==> src/rtl/tcp_arb_pkg.sv <==
// Shared types and helpers for the TCP controller arbiters.
// No logic; pure declarations. No backpressure involvement.
package tcp_arb_pkg;

    typedef enum logic [1:0] {
        ST_IDLE    = 2'd0,
        ST_GRANT   = 2'd1,
        ST_RELEASE = 2'd2
    } arb_state_e;

    localparam logic ARB_RR    = 1'b0;
    localparam logic ARB_FIXED = 1'b1;

    function automatic int clog2(input int v);
        int r;
        r = 0;
        while ((1 << r) < v) r++;
        return r;
    endfunction

endpackage

==> src/rtl/tcp_rr_pick.sv <==
// Rotate-and-priority-encode: first set request at or above base, wrapping.
// Latency: combinational. Backpressure: none, pure function of inputs.
module tcp_rr_pick
    import tcp_arb_pkg::*;
#(
    parameter int N  = 4,
    parameter int IW = clog2(N)
) (
    input  logic [N-1:0]  req,
    input  logic [IW-1:0] base,
    input  logic          mode,
    output logic [IW-1:0] idx,
    output logic          any
);

    logic [IW-1:0]  start_v;
    logic [2*N-1:0] dbl;
    logic [IW:0]    sum;

    always_comb begin
        start_v = (mode == ARB_FIXED) ? '0 : base;
        // Doubling the vector makes the wrap-around scan a plain shift.
        dbl     = {req, req} >> start_v;
        sum     = '0;
        any     = |req;
        for (int i = N - 1; i >= 0; i--) begin
            if (dbl[i]) sum = {1'b0, start_v} + (IW + 1)'(i);
        end
        if (sum >= (IW + 1)'(N)) idx = IW'(sum - (IW + 1)'(N));
        else                     idx = sum[IW-1:0];
    end

endmodule

==> src/rtl/tcp_unconf_mem_rr_arbiter.sv <==
// Grants one TCP controller access to unconfirmed memory (RR or fixed priority).
// Latency: req_i to gnt_o 2 cycles; exit to next grant 1 drop edge + 2 cycles.
// Backpressure: wr_allow_i=0 holds off new grants only; active grants run on.
module tcp_unconf_mem_rr_arbiter
    import tcp_arb_pkg::*;
#(
    parameter  int DEVICE_NUM = 4,
    parameter  int HOLD_W     = 16,
    parameter  int MAX_HOLD   = 1024,
    localparam int IDXW       = clog2(DEVICE_NUM)
) (
    input  logic                  clk,
    input  logic                  rst_n,
    input  logic                  wr_allow_i,
    input  logic                  mode_i,
    input  logic [DEVICE_NUM-1:0] req_i,
    input  logic                  done_i,
    output logic [DEVICE_NUM-1:0] gnt_o,
    output logic                  gnt_vld_o,
    output logic [IDXW-1:0]       gnt_idx_o,
    output logic [IDXW-1:0]       last_idx_o,
    output logic                  timeout_o,
    output logic                  busy_o
);

    localparam logic [HOLD_W-1:0] HOLD_LAST = HOLD_W'((MAX_HOLD == 0) ? 0 : MAX_HOLD - 1);

    arb_state_e            state_q, state_d;
    logic [DEVICE_NUM-1:0] req_r_q;
    logic [DEVICE_NUM-1:0] gnt_q, gnt_d;
    logic                  gnt_vld_q, gnt_vld_d;
    logic [IDXW-1:0]       gnt_idx_q, gnt_idx_d;
    logic [IDXW-1:0]       last_idx_q, last_idx_d;
    logic                  timeout_q, timeout_d;
    logic [HOLD_W-1:0]     hold_q, hold_d;

    logic [IDXW-1:0] rr_base;
    logic [IDXW-1:0] pick_idx;
    logic            pick_any;
    logic            withdrawn;
    logic            wd_hit;

    assign rr_base = (last_idx_q == IDXW'(DEVICE_NUM - 1)) ? '0 : last_idx_q + IDXW'(1);

    tcp_rr_pick #(
        .N  (DEVICE_NUM),
        .IW (IDXW)
    ) u_pick (
        .req  (req_r_q),
        .base (rr_base),
        .mode (mode_i),
        .idx  (pick_idx),
        .any  (pick_any)
    );

    // gnt_q is one-hot on the owner, so this tests the owner's registered request.
    assign withdrawn = ~|(req_r_q & gnt_q);
    assign wd_hit    = (MAX_HOLD != 0) && (hold_q == HOLD_LAST);

    always_comb begin
        state_d    = state_q;
        gnt_d      = gnt_q;
        gnt_vld_d  = gnt_vld_q;
        gnt_idx_d  = gnt_idx_q;
        last_idx_d = last_idx_q;
        timeout_d  = 1'b0;
        hold_d     = hold_q;
        case (state_q)
            ST_IDLE: begin
                if (wr_allow_i && pick_any) begin
                    state_d   = ST_GRANT;
                    gnt_d     = DEVICE_NUM'(1) << pick_idx;
                    gnt_vld_d = 1'b1;
                    gnt_idx_d = pick_idx;
                    hold_d    = '0;
                end
            end
            ST_GRANT: begin
                if (hold_q != '1) hold_d = hold_q + HOLD_W'(1);
                if (done_i || withdrawn || wd_hit) begin
                    state_d   = ST_RELEASE;
                    gnt_d     = '0;
                    gnt_vld_d = 1'b0;
                    timeout_d = wd_hit && !done_i && !withdrawn;
                end
            end
            ST_RELEASE: begin
                last_idx_d = gnt_idx_q;
                state_d    = ST_IDLE;
            end
            default: state_d = ST_IDLE;
        endcase
    end

    always_ff @(posedge clk or negedge rst_n) begin
        if (!rst_n) begin
            state_q    <= ST_IDLE;
            req_r_q    <= '0;
            gnt_q      <= '0;
            gnt_vld_q  <= 1'b0;
            gnt_idx_q  <= '0;
            last_idx_q <= IDXW'(DEVICE_NUM - 1);
            timeout_q  <= 1'b0;
            hold_q     <= '0;
        end else begin
            state_q    <= state_d;
            req_r_q    <= req_i;
            gnt_q      <= gnt_d;
            gnt_vld_q  <= gnt_vld_d;
            gnt_idx_q  <= gnt_idx_d;
            last_idx_q <= last_idx_d;
            timeout_q  <= timeout_d;
            hold_q     <= hold_d;
        end
    end

    assign gnt_o      = gnt_q;
    assign gnt_vld_o  = gnt_vld_q;
    assign gnt_idx_o  = gnt_idx_q;
    assign last_idx_o = last_idx_q;
    assign timeout_o  = timeout_q;
    assign busy_o     = (state_q != ST_IDLE);

endmodule

==> config.mk <==
export PLATFORM = sky130hd
export DESIGN_NAME = tcp_unconf_mem_rr_arbiter
export DESIGN_NICKNAME = d
export VERILOG_FILES = /design/src/rtl/tcp_arb_pkg.sv /design/src/rtl/tcp_rr_pick.sv /design/src/rtl/tcp_unconf_mem_rr_arbiter.sv
export SDC_FILE = /design/constraint.sdc
export NUM_CORES = 1
export LEC_CHECK = 0
export ABC_AREA = 1
export BUFFER_PORTS_ARGS = -buffer_cell sky130_fd_sc_hd__buf_2
export CORE_UTILIZATION = 30
export CTS_CLUSTER_SIZE = 30
export DETAILED_ROUTE_END_ITERATION = 7
export GPL_TIMING_DRIVEN = 1
export PLACE_DENSITY = 0.52
export SETUP_SLACK_MARGIN = 0.2
export SYNTH_ARGS = -nofsm -noshare
export SYNTH_HDL_FRONTEND = slang
export SYNTH_SLANG_ARGS = --single-unit
==> constraint.sdc <==
create_clock -name clk -period 2.2 [get_ports clk]
set_clock_uncertainty 0.1 [all_clocks]
set_input_delay 0.22 -clock clk [delete_from_list [all_inputs] [get_ports clk]]
set_output_delay 0.22 -clock clk [all_outputs]
set_load 0.02 [all_outputs]
Yosys cells after proc, flatten, opt, wreduce, memory -nomap -nowiden
Cells that the tools add are included.
Operators by class
  add/subtract/negate cells: 6
  $lt $le $gt $ge: 1
  equality and inequality tests: 8
  shift operators: 2
  muxes and demuxes: 21
  bitwise logic cells: 1
  reductions and logical operators: 16
Operators with widths (count)
  $mux W16: 2
  $pmux W16 S2: 1
  $add A16 B1 Y16 const B: 1
  $eq A16 B10 Y1 const B: 1
  $ne A16 B16 Y1 const B: 1
  $mux W3: 4
  $mux W2: 5
  $mux W4: 2
  $pmux W4 S2: 1
  $reduce_or A4 Y1: 2
  $shr A8 B2 Y4: 1
  $add A2 B2 Y3 const B: 2
  $ne A2 B2 Y1 const B: 3
  $reduce_and A3 Y1: 2
  $and A4 B4 Y4: 1
  $eq A2 B2 Y1 const B: 2
  $mux W1: 4
  $pmux W2 S2: 1
  $reduce_and A2 Y1: 2
  $reduce_bool A2 Y1: 2
  $shl A1 B2 Y4 const A: 1
  $add A2 B1 Y3 const B: 1
  $ge A3 B3 Y1 const B: 1
  $logic_and A1 B1 Y1: 3
  7 further kinds: 9
Word-level totals
  bits in registers: 32
  bits of input ports: 9
  output and inout port bits: 11
  logic and storage cells: 63

Logic depth before layout (Yosys ltp)
Gate-level depths: netlist (run 1).
  word-level depth: 13
  gate-level depth with buffers: 13
  depth with buffers taken out: 13

Hierarchy
A second synthesis (run 1) with hierarchy kept.
Unflattened totals
  cell total of the unflattened synthesis: 280
  area total of the unflattened synthesis: 2031.9 sq um
By module, submodules not included
  tcp_unconf_mem_rr_arbiter: instances 1, cells each 229, area an instance 1764.2 sq um, seq. area each 803.3 sq um
  tcp_rr_pick: instances 1, cells each 51, area an instance 267.8 sq um, seq. area each 0.0 sq um

Least setup slack after synthesis (run 1)
No wires, ideal clock.
  kind: reg2reg
  from: register last_idx_q[0] (netlist: last_idx_o[0])
  to: register gnt_q[3] (netlist: gnt_o[3])
  setup time: 117 ps
  arrival: 1688 ps
  data required time: 1983 ps
  slack: 294 ps
  stages on the path, launching flop included: 13
  path buffers: 0
  period minus slack after synthesis: 1906 ps
  cell sequence: dfstp_2 > ha_1 > inv_1 > nor2_1 > inv_1 > nand3_1 > inv_1 > a21oi_1 > nand2_1 > nand2_1 > nand2_1 > nand3_1 > nand2_1
On the way
  longest elaborated chain between the ends: 13
  elaborated cells between the ends (all ways): 18
  classes of those cells: add/sub: 5; order compare: 1; eq/ne: 1; shift: 2; mux: 9
Ends and longest elaborated chain
  start, declared: RTL line tcp_unconf_mem_rr_arbiter.sv:33  | logic [IDXW-1:0] last_idx_q, last_idx_d;
  start signal, assigned: RTL line tcp_unconf_mem_rr_arbiter.sv:102  | last_idx_q <= IDXW'(DEVICE_NUM - 1);
  start signal, assigned: RTL line tcp_unconf_mem_rr_arbiter.sv:111  | last_idx_q <= last_idx_d;
  $add A2 B1 Y2 or $eq A2 B2 Y1 (tied branches): RTL line tcp_unconf_mem_rr_arbiter.sv:43  | assign rr_base = (last_idx_q == IDXW'(DEVICE_NUM - 1)) ? '0 : last_idx_q + IDXW'(1);
  $mux W2 (*): RTL line tcp_unconf_mem_rr_arbiter.sv:43
  $mux W2 (*): RTL line tcp_rr_pick.sv:21  | start_v = (mode == ARB_FIXED) ? '0 : base;
  $add A2 B2 Y3 or $shr A8 B2 Y4 (tied branches): RTL line tcp_rr_pick.sv:27, tcp_rr_pick.sv:23
  $mux W3 (3 in series): RTL line tcp_rr_pick.sv:27  | if (dbl[i]) sum = {1'b0, start_v} + (IW + 1)'(i);
  $mux W3 (*): RTL line tcp_rr_pick.sv:27
  $ge A3 B3 Y1 or $sub A2 B1 Y2 (tied branches): RTL line tcp_rr_pick.sv:29  | if (sum >= (IW + 1)'(N)) idx = IW'(sum - (IW + 1)'(N));
  $mux W2 (*): RTL line tcp_rr_pick.sv:29
  $shl A1 B2 Y4 (*): RTL line tcp_unconf_mem_rr_arbiter.sv:72  | gnt_d = DEVICE_NUM'(1) << pick_idx;
  $mux W4 (*): RTL line tcp_unconf_mem_rr_arbiter.sv:70  | if (wr_allow_i && pick_any) begin
  $pmux W4 S2 (*): RTL line tcp_unconf_mem_rr_arbiter.sv:68  | case (state_q)
  end signal, assigned: RTL line tcp_unconf_mem_rr_arbiter.sv:108  | gnt_q <= gnt_d;
  end, declared: RTL line tcp_unconf_mem_rr_arbiter.sv:30  | logic [DEVICE_NUM-1:0] gnt_q, gnt_d;
Mark *: on every way between the ends. The rest lies on a longest branch, timed or not. The select of a mux whose other input is x is not followed.
A chain may end at the register's enable or synchronous reset.

Final worst setup path (run 1)
  from: register last_idx_q[0] (netlist: last_idx_o[0])
  to: register gnt_q[1] (netlist: gnt_o[1])
Same word-level chain as after synthesis.

==> results.tsv, run 1 <==
metric	value	unit
crit-path leading delay family	simple AND/OR/NAND/NOR gates	
I/O pin count	20	
CTS H-tree lvls	2	
drt wl/cell	12.5	µm
M1 WL	2170	µm
share of layout cells above drive strength 1	26.6	%
TritonCTS Buffers	5	
RSZ-0062 raised after global routing	yes	
NetSw	0.00112	W
CP Max Fanout	5	
ANT cells	0	
syn nets	257	
Area contributors post-synth	dfrtp_1 (39%), nand2_1 (12%), nand3_1 (8.4%), inv_1 (6.5%), xor2_1 (4.1%)	
Tightest Pin Transition	0.720	ns
number of global-route vias before repair	1519	
CP max stage delay	0.61	ns
Mapped Cells	246	
period utilization	86.5	%
count leader, synth	nand2_1	
Async S/R FF share, synth	100	%
gpl congestion	0.830	
Seq/Total Area, Yosys	42.0	%
GRT Util Overall	14.1	%
Syn Area/Cell	7.78	µm²
Pwr Density	1060	nW/µm²
# DRC	0	
crit path capture type	flop	
Netlist cell types	32	
GR Overflow Total	0	
TritonCTS Sinks	32	
CP cell instances	ha_4, inv_2, nor2_4, inv_4, nand3_1, nand2_1, nand2_1, nand2_1, nand2_1, nand2_2, nand3_1, o21ai_1	
Net Sw Frac	45.0	%
Tmin final	1.90	ns
initial antenna violation count	0	
pre-CTS WS	0.0439	ns
Synthesis Warnings	0	
register area	803	µm²
Req. time, crit path	2.25	ns
Clk pwr share	17.1	%
part of the power in registers	32.6	%
Fmax	525	MHz
WL met3	148	µm
TNS Setup	0	ns
top cell type's share of synthesized area	39.2	%
Critical Path AT	1.95	ns
Initial Util	31.7	%
worst vdd ir	0.488	mV
first-pass GRT wire length	7080	µm
total wire length	4460	µm
DP Wirelength	3210	µm
post-synth top area cell	dfrtp_1	
mapped cell area	1910	µm²
final number of hold-violating endpoints	0	
FP Rows	28	
CTS tree	done	
most numerous cell on the critical path	nand2_1	
final setup fails	0	
max-cap check violation count	0	
DR vias	1701	
Slew Viols, Final	0	
Tightest Hold Check Type	in -> reg	
crit path launch type	flop	
# fillers	646	
WL met2	2080	µm
Die Height	81.9	µm
port bufs	19	
Gate power share	50.3	%
Setup CP Type	reg -> reg	
slowest CP cell	dfstp_2	
main flop type after synthesis	dfrtp_1	
Max Used Layer	met4	
clk root buf	clkbuf_8	
setup ws final	0.297	ns
slew margin rel.	52.0	%
post-route ant nets	0	
top cells by instance count after synthesis	nand2_1 (62), inv_1 (33), nand3_1 (32), dfrtp_1 (30), nor2_1 (15)	
clock insertion delay at the later pin of the skew report	0.28	ns
number of DRC markers in iteration 0	69	
WP buf/inv	2	
Int Power	0.00136	W
width of the die	81.9	µm
FF+latch count, synth	32	
clk buf depth	2	
largest net degree at the start of global routing	33	
DRT Pass-1 Iters	4	
vias per cell	4.76	
area of the multi-input gates	1010	µm²
Pleak	1.15	nW
Area Overhead vs Synth	21.8	%
outcome	completed	
die area	6700	µm²
NumNets Final	293	
Core ar.	6030	µm²
Post-synth EDFFs	0	
CTS clk-pin slew, worst paths	0.07	ns
[path summary, 6_finish.rpt]
path	start	to	slack (ns)	cells after the start
worst max-delay path	last_idx_o[0]	gnt_o[1]	0.30	12
max in group asynchronous	rst_n	req_r_q[3]	1.09	2
worst min register to register	gnt_vld_o	gnt_vld_o	0.41	2
worst min-delay path	done_i	timeout_o	0.13	3
min in group asynchronous	rst_n	hold_q[10]	0.43	2
worst max register to register	last_idx_o[0]	gnt_o[1]	0.30	12
[per-stage QoR]
stage	hold WS [ns]	util [%]	power, W	cells	cell area, µm²
finish	0.126	38.7	0.00248	357	2330
global route	0.126	38.7	0.00269	357	2330
CTS	0.125	37.1	0.00235	352	2240
global placement	0.221	34.7	0.00187	340	2090
detailed placement	0.228	34.7	0.00187	340	2090
floorplan	-0.176	-	0.00161	246	1910
[cell usage in the layout (no fill, tap or decap), drive strengths merged]
master / count
nand2: 68
ha: 2
a22o: 1
o21ai: 16
o32ai: 1
xor2: 9
clkbuf: 6
dlygate4sd3: 5
dfstp: 2
a21oi: 1
inv: 37
o31ai: 1
nor3: 8
o22ai: 4
dfrtp: 30
a22oi: 1
clkinv: 1
or2: 4
nor2: 21
buf: 27
nand3: 32
nand4: 5
[sequential cells by signal, summed over array words and instances (netlist names)]
name and cells:
hold_q 16, gnt_o 4, req_r_q 4, gnt_idx_o 2
last_idx_o 2, state_q 2, gnt_vld_o 1, timeout_o 1
[routing by layer]
| layer | vias up | track usage [%] |
|---|---|---|
| li1 | 865 | - |
| met1 | 797 | 18.7 |
| met2 | 34 | 22.4 |
| met3 | 5 | 3.33 |
| met4 | 0 | 4.74 |
| met5 | - | 0 |
[tightest hold or removal path, cell delays in order]
cell and delay [ns]:
buf_2 0.09, or2_2 0.10, nor3_1 0.05
[kinds of logic (layout without fill, tap and decap cells)]
kind of cell,Yosys count,in the layout,synth area share [%]
xor gates and xnor gates,9,9,4.12
adders and majority gates,2,2,1.31
and+or+nand+nor,138,138,34.8
buffers and inverters,40,76,9.22
AOI/OAI and AO/OA,25,25,8.57
DFF,32,32,42.0
[power groups by stage]
stage	clock, W	combinational [W]	sequential (W)
after CTS	0.000447	0.00110	0.000804
after global routing	0.000470	0.00139	0.000826
final	0.000423	0.00125	0.000808
after detailed placement	0	0.00106	0.000815
after global placement	0	0.00106	0.000809
after floorplan	0	0.000718	0.000891
[final cells by class]
class | instances | area share (%)
clock buffer | 6 | 3.11
sequential | 32 | 34.5
clock inverter | 1 | 0.215
tap | 75 | 4.03
timing repair buffer | 32 | 8.81
inverter | 37 | 6.18
multi-input combinational | 174 | 43.2
[timing repair]
action                                 CTS  global route
endpoints found under the hold margin   34             0
hold buffers                             5             0
pin swaps                                0             5
resized for setup                        6            18
setup endpoints to repair               14            13
setup buffers                            0             5
Note: power is estimated with default switching activity, not from simulation.
==> run 2: changes to the inputs <==
==> constraint.sdc (replaced) <==
create_clock -name clk -period 2.35 [get_ports clk]
set_clock_uncertainty 0.1 [all_clocks]
set_input_delay 0.235 -clock clk [delete_from_list [all_inputs] [get_ports clk]]
set_output_delay 0.235 -clock clk [all_outputs]
set_load 0.02 [all_outputs]
==> run 2 against run 1 <==
Against the previous run:
- fmax shrank 4.6%
- register-to-register slack gained 0.06 ns
- worst setup slack gained 0.058 ns
- count of clock-buffer cells in the layout is the same
- critical path type unchanged
- critical endpoint is now gnt_o[3]
- largest power group unchanged
- combinational power shrank 21%
- cell count shrank 2.0%
- total power shrank 8.5%
- sequential cell count is the same
==> results.tsv, run 2 (synthesized netlist as in run 1, its figures left out) <==
metric	value	unit
outcome	completed	
share of layout cells above drive strength 1	21.1	%
Core ar.	6030	µm²
post-CTS setup buffers	0	
clk root buf	clkbuf_8	
TritonCTS Buffers	5	
slew margin rel.	52.1	%
CP Max Fanout	5	
post-route ant nets	0	
Tightest Pin Transition	0.718	ns
most frequent cells in the layout	nand2_1 (61), inv_1 (32), nand3_1 (32)	
Power Total	0.00227	W
period utilization	84.9	%
Pwr Density	1010	nW/µm²
number of global-route vias before repair	1599	
total wire length	4230	µm
max FFs per register	16	
TritonCTS Sinks	32	
Tmin final	1.99	ns
Finished Layout Cells	350	
port bufs	19	
gpl congestion	0.848	
GRT Util Overall	14.0	%
max-cap check violation count	0	
Area Overhead vs Synth	17.6	%
Slew Viols, Final	0	
drt wl/cell	12.1	µm
Setup CP Type	reg -> reg	
DP Wirelength	3130	µm
initial antenna violation count	0	
clk buf depth	2	
number of DRC markers in iteration 0	73	
Req. time, crit path	2.43	ns
die area	6700	µm²
CTS clk-pin slew, worst paths	0.08	ns
GR Overflow Total	0	
I/O pin count	20	
DR vias	1683	
Fmax	501	MHz
NumNets Final	285	
# fillers	642	
crit path launch type	flop	
final number of hold-violating endpoints	0	
largest net degree at the start of global routing	33	
Critical Path AT	2.08	ns
clock insertion delay at the later pin of the skew report	0.28	ns
CTS H-tree lvls	2	
worst vdd ir	0.443	mV
most common cell after layout, fill and taps aside	nand2_1	
vias per cell	4.81	
Tightest Hold Check Type	in -> reg	
ANT cells	0	
FP Rows	28	
TNS Setup	0	ns
final setup fails	0	
Initial Util	31.7	%
Largest Register	hold_q	
crit path capture type	flop	
area of the multi-input gates	957	µm²
RSZ-0062 raised after global routing	no	
Pleak	1.12	nW
register area	805	µm²
DP Cell Count	337	
CTS tree	done	
Die Height	81.9	µm
DRT Pass-1 Iters	5	
width of the die	81.9	µm
first-pass GRT wire length	7180	µm
# DRC	0	
-- run 2: timing repair --
item / CTS / global route
hold endpoints to repair: 34 / 0
hold buffers: 5 / 0
resized for setup: 1 / 8
setup endpoints to repair: 8 / 6
-- run 2: per-stage QoR --
step	worst slack (ns)	cell area, µm²	hold slack [ns]	utilization, %
2_1_floorplan	0.444	1910	-0.161	-
3_3_place_gp	0.201	2070	0.243	34.3
3_5_place_dp	0.169	2070	0.245	34.3
4_1_cts	0.230	2230	0.119	37.0
5_1_grt	0.211	2250	0.126	37.3
6_report	0.355	2250	0.126	37.3
-- run 2: worst max-delay path, stage by stage (launching register included) --
cell	delay, ns
dfstp_2	0.58
ha_1	0.24
inv_1	0.12
nor2_4	0.06
inv_2	0.09
nand3_1	0.13
a21oi_1	0.16
nand2_1	0.07
nand2_1	0.12
nand2_1	0.09
nand3_1	0.08
nand2_1	0.05
-- run 2: per-layer routing --
| metal | global-route usage [%] | routed length, µm | up-vias |
|---|---|---|---|
| li1 | - | - | 848 |
| met1 | 18.1 | 2020 | 781 |
| met2 | 23.2 | 1970 | 49 |
| met3 | 3.00 | 198 | 5 |
| met4 | 4.39 | 40 | 0 |
| met5 | 0 | 0 | - |
-- run 2: worst paths after layout --
| path | startpoint | endpoint | slack [ns] | cells past startpoint |
|---|---|---|---|---|
| worst max-delay path | last_idx_o[0] | gnt_o[3] | 0.36 | 11 |
| worst min-delay path | done_i | timeout_o | 0.13 | 3 |
| worst max register to register | last_idx_o[0] | gnt_o[3] | 0.36 | 11 |
| worst min register to register | gnt_vld_o | gnt_vld_o | 0.40 | 2 |
| max in group asynchronous | rst_n | hold_q[0] | 1.20 | 2 |
| min in group asynchronous | rst_n | hold_q[9] | 0.45 | 2 |
-- run 2: power breakdown --
part,internal [W],switching (W)
Clock,0.000315,0.000208
Sequential,0.000668,0.0000907
Combinational,0.000298,0.000687
Total,0.00128,0.000986
-- run 2: layout make-up --
type	count	share of cell area, %
multi-input combinational	174	42.5
sequential	32	35.8
timing repair buffer	24	6.45
inverter	37	6.28
tap	75	4.17
clock buffer	6	3.23
clock inverter	2	1.56
==> run 3: changes to the inputs <==
--- a/config.mk
+++ b/config.mk
@@ -11,7 +11,7 @@
 export CTS_CLUSTER_SIZE = 30
 export DETAILED_ROUTE_END_ITERATION = 7
 export GPL_TIMING_DRIVEN = 1
-export PLACE_DENSITY = 0.52
+export PLACE_DENSITY = 0.54
 export SETUP_SLACK_MARGIN = 0.2
 export SYNTH_ARGS = -nofsm -noshare
 export SYNTH_HDL_FRONTEND = slang
==> constraint.sdc (replaced) <==
create_clock -name clk -period 1.7 [get_ports clk]
set_clock_uncertainty 0.1 [all_clocks]
set_input_delay 0.17 -clock clk [delete_from_list [all_inputs] [get_ports clk]]
set_output_delay 0.17 -clock clk [all_outputs]
set_load 0.02 [all_outputs]
==> run 3 against run 2 <==
Against the previous run:
- the flow now finishes with violations (negative setup slack)
- critical path depth up 2
- critical endpoint is now gnt_o[2]
- cell count rose by 13%
- die area unchanged
- count of clock-buffer cells in the layout is 2 higher
- fmax up 11%
- combinational power is 120% higher
- total power grew 68%
- non-clock buffer count increased by 44
- highest routed layer unchanged
==> results.tsv, run 3 (synthesized netlist as in run 1, its figures left out) <==
metric	value	unit
most common cell after layout, fill and taps aside	nand2_1	
Hold Worst Slack	0.104	ns
vias per cell	4.61	
post-route ant nets	0	
Worst Reg-to-Reg Cells	13	
DP Wirelength	3430	µm
Pwr Density	1330	nW/µm²
Slew Viols, Final	0	
slew margin rel.	73.4	%
worst vdd ir	0.825	mV
Initial Util	31.7	%
Power Total	0.00381	W
reg-to-reg slack, setup	-0.09	ns
TritonCTS Buffers	5	
Die Height	81.9	µm
CTS H-tree lvls	2	
I/O pin count	20	
TNS Setup	-0.387	ns
share of layout cells above drive strength 1	45.8	%
Tightest Hold Check Type	in -> reg	
Req. time, crit path	1.78	ns
max-cap check violation count	0	
# fillers	578	
Critical Path AT	1.87	ns
outcome	complete, but fails checks	
clk buf depth	2	
Critical path origin	last_idx_o[1]	
NumNets Final	331	
Area after DPL	2380	µm²
# DRC	0	
Tightest Pin Transition	0.399	ns
clk root buf	clkbuf_8	
first-pass GRT wire length	8060	µm
RSZ-0062 raised after global routing	yes	
TritonCTS Sinks	32	
CP Capture Point	gnt_o[2]	
final non-filler cell area	2870	µm²
number of DRC markers in iteration 0	100	
Fmax	558	MHz
CP cell instances	ha_4, inv_4, nor2_4, inv_4, nand2_1, o21ai_2, nand3_1, nand2_1, inv_1, nand2_2, nand2_2, nand2_1, nand2_1	
final number of hold-violating endpoints	0	
largest net degree at the start of global routing	18	
DR vias	1825	
DRT Pass-1 Iters	4	
port bufs	19	
CTS tree	done	
ANT cells	0	
Pleak	1.39	nW
Area Overhead vs Synth	50.1	%
CTS clk-pin slew, worst paths	0.06	ns
worst r2r src	last_idx_o[1]	
crit path capture type	flop	
Largest Register	hold_q	
setup ws final	-0.0925	ns
clock insertion delay at the later pin of the skew report	0.28	ns
total wire length	4870	µm
die area	6700	µm²
Setup CP Type	reg -> reg	
Core ar.	6030	µm²
violated checks	negative setup slack	
GRT Util Overall	16.0	%
slowest CP cell	dfstp_2	
initial antenna violation count	0	
period utilization	105	%
worst r2r dst	gnt_o[2]	
drt wl/cell	12.3	µm
GR Overflow Total	0	
crit path launch type	flop	
width of the die	81.9	µm
final setup fails	7	
number of global-route vias before repair	1757	
most frequent cells in the layout	nand2_1 (44), buf_4 (35), dfrtp_1 (30)	
CP Max Fanout	5	
Tmin final	1.79	ns
CP max stage delay	0.56	ns
gpl congestion	0.882	
FP Rows	28	
most numerous cell on the critical path	nand2_1	
max FFs per register	16	
==> run 3: cell types whose count changed in the layout (fill, tap and decap cells not counted), sizes merged <==
| cell | delta |
|---|---|
| buf | +44 |
| clkbuf | +2 |
| bufinv | -1 |
| clkinv | -1 |
| inv | +1 |
| nand2 | +1 |
==> run 3: power breakdown <==
| group | internal [W] | total [W] | leakage, nW | switching (W) |
|---|---|---|---|---|
| Clock | 0.000330 | 0.000601 | 0.0455 | 0.000271 |
| Combinational | 0.000872 | 0.00217 | 0.928 | 0.00130 |
| Sequential | 0.000923 | 0.00103 | 0.419 | 0.000112 |
| Total | 0.00212 | 0.00381 | 1.39 | 0.00168 |
==> run 3: how the worst min path moves through the flow <==
stage / startpoint / end / slack [ns] / cells after the start
after floorplan: rst_n / gnt_idx_o[0] / -0.23 / 0
after global placement: rst_n / hold_q[6] / 0.02 / 1
after detailed placement: rst_n / hold_q[6] / 0.02 / 1
after CTS: done_i / timeout_o / 0.07 / 3
after global routing: done_i / timeout_o / 0.1 / 3
final: done_i / timeout_o / 0.10 / 3
==> run 3: layout make-up <==
cell class / instances / area (µm²) / area share [%]
well taps: 75 / 93.8 / 3.27
repair inverters: 1 / 6.26 / 0.218
repair buffers: 68 / 527 / 18.3
flip-flops and latches: 32 / 803 / 28.0
multi-input cells: 175 / 1200 / 41.7
inverters: 37 / 154 / 5.36
clock buffers: 8 / 90.1 / 3.14
==> run 3: metrics by stage <==
stage | utilization (%) | std cells | setup slack [ns]
final | 47.7 | 396 | -0.0925
after CTS | 45.2 | 393 | -0.0784
after detailed placement | 39.5 | 367 | -0.0820
after global routing | 47.7 | 396 | -0.218
after floorplan | - | 246 | -0.0683
after global placement | 39.5 | 367 | -0.0622
==> run 3: critical path, delay by kind of cell (launching register included) <==
family                     cells  cell delay (ns)
adders and majority gates      1             0.21
and+or+nand+nor                8             0.57
AOI/OAI and AO/OA              1             0.08
DFF                            1             0.56
buffers and inverters          3             0.19
==> run 3: routing by layer <==
layer | share of wire, % | wire length (µm) | up-vias | GRT usage (%)
met2 | 49 | 2380 | 25 | 27.3
met5 | 0 | 0 | - | 0
met4 | 0.94 | 46 | 0 | 4.39
met3 | 3.4 | 168 | 7 | 3.56
met1 | 47 | 2280 | 847 | 20.2
li1 | - | - | 946 | -
==> run 3: timing repair <==
item / in CTS / in global routing
endpoints found under the hold margin: 17 / 0
pin swaps: 15 / 5
hold buffers: 5 / 0
buffers inserted: 11 / 3
endpoints found under the setup margin: 26 / 26
cloned: 2 / 0
resized for setup: 30 / 28
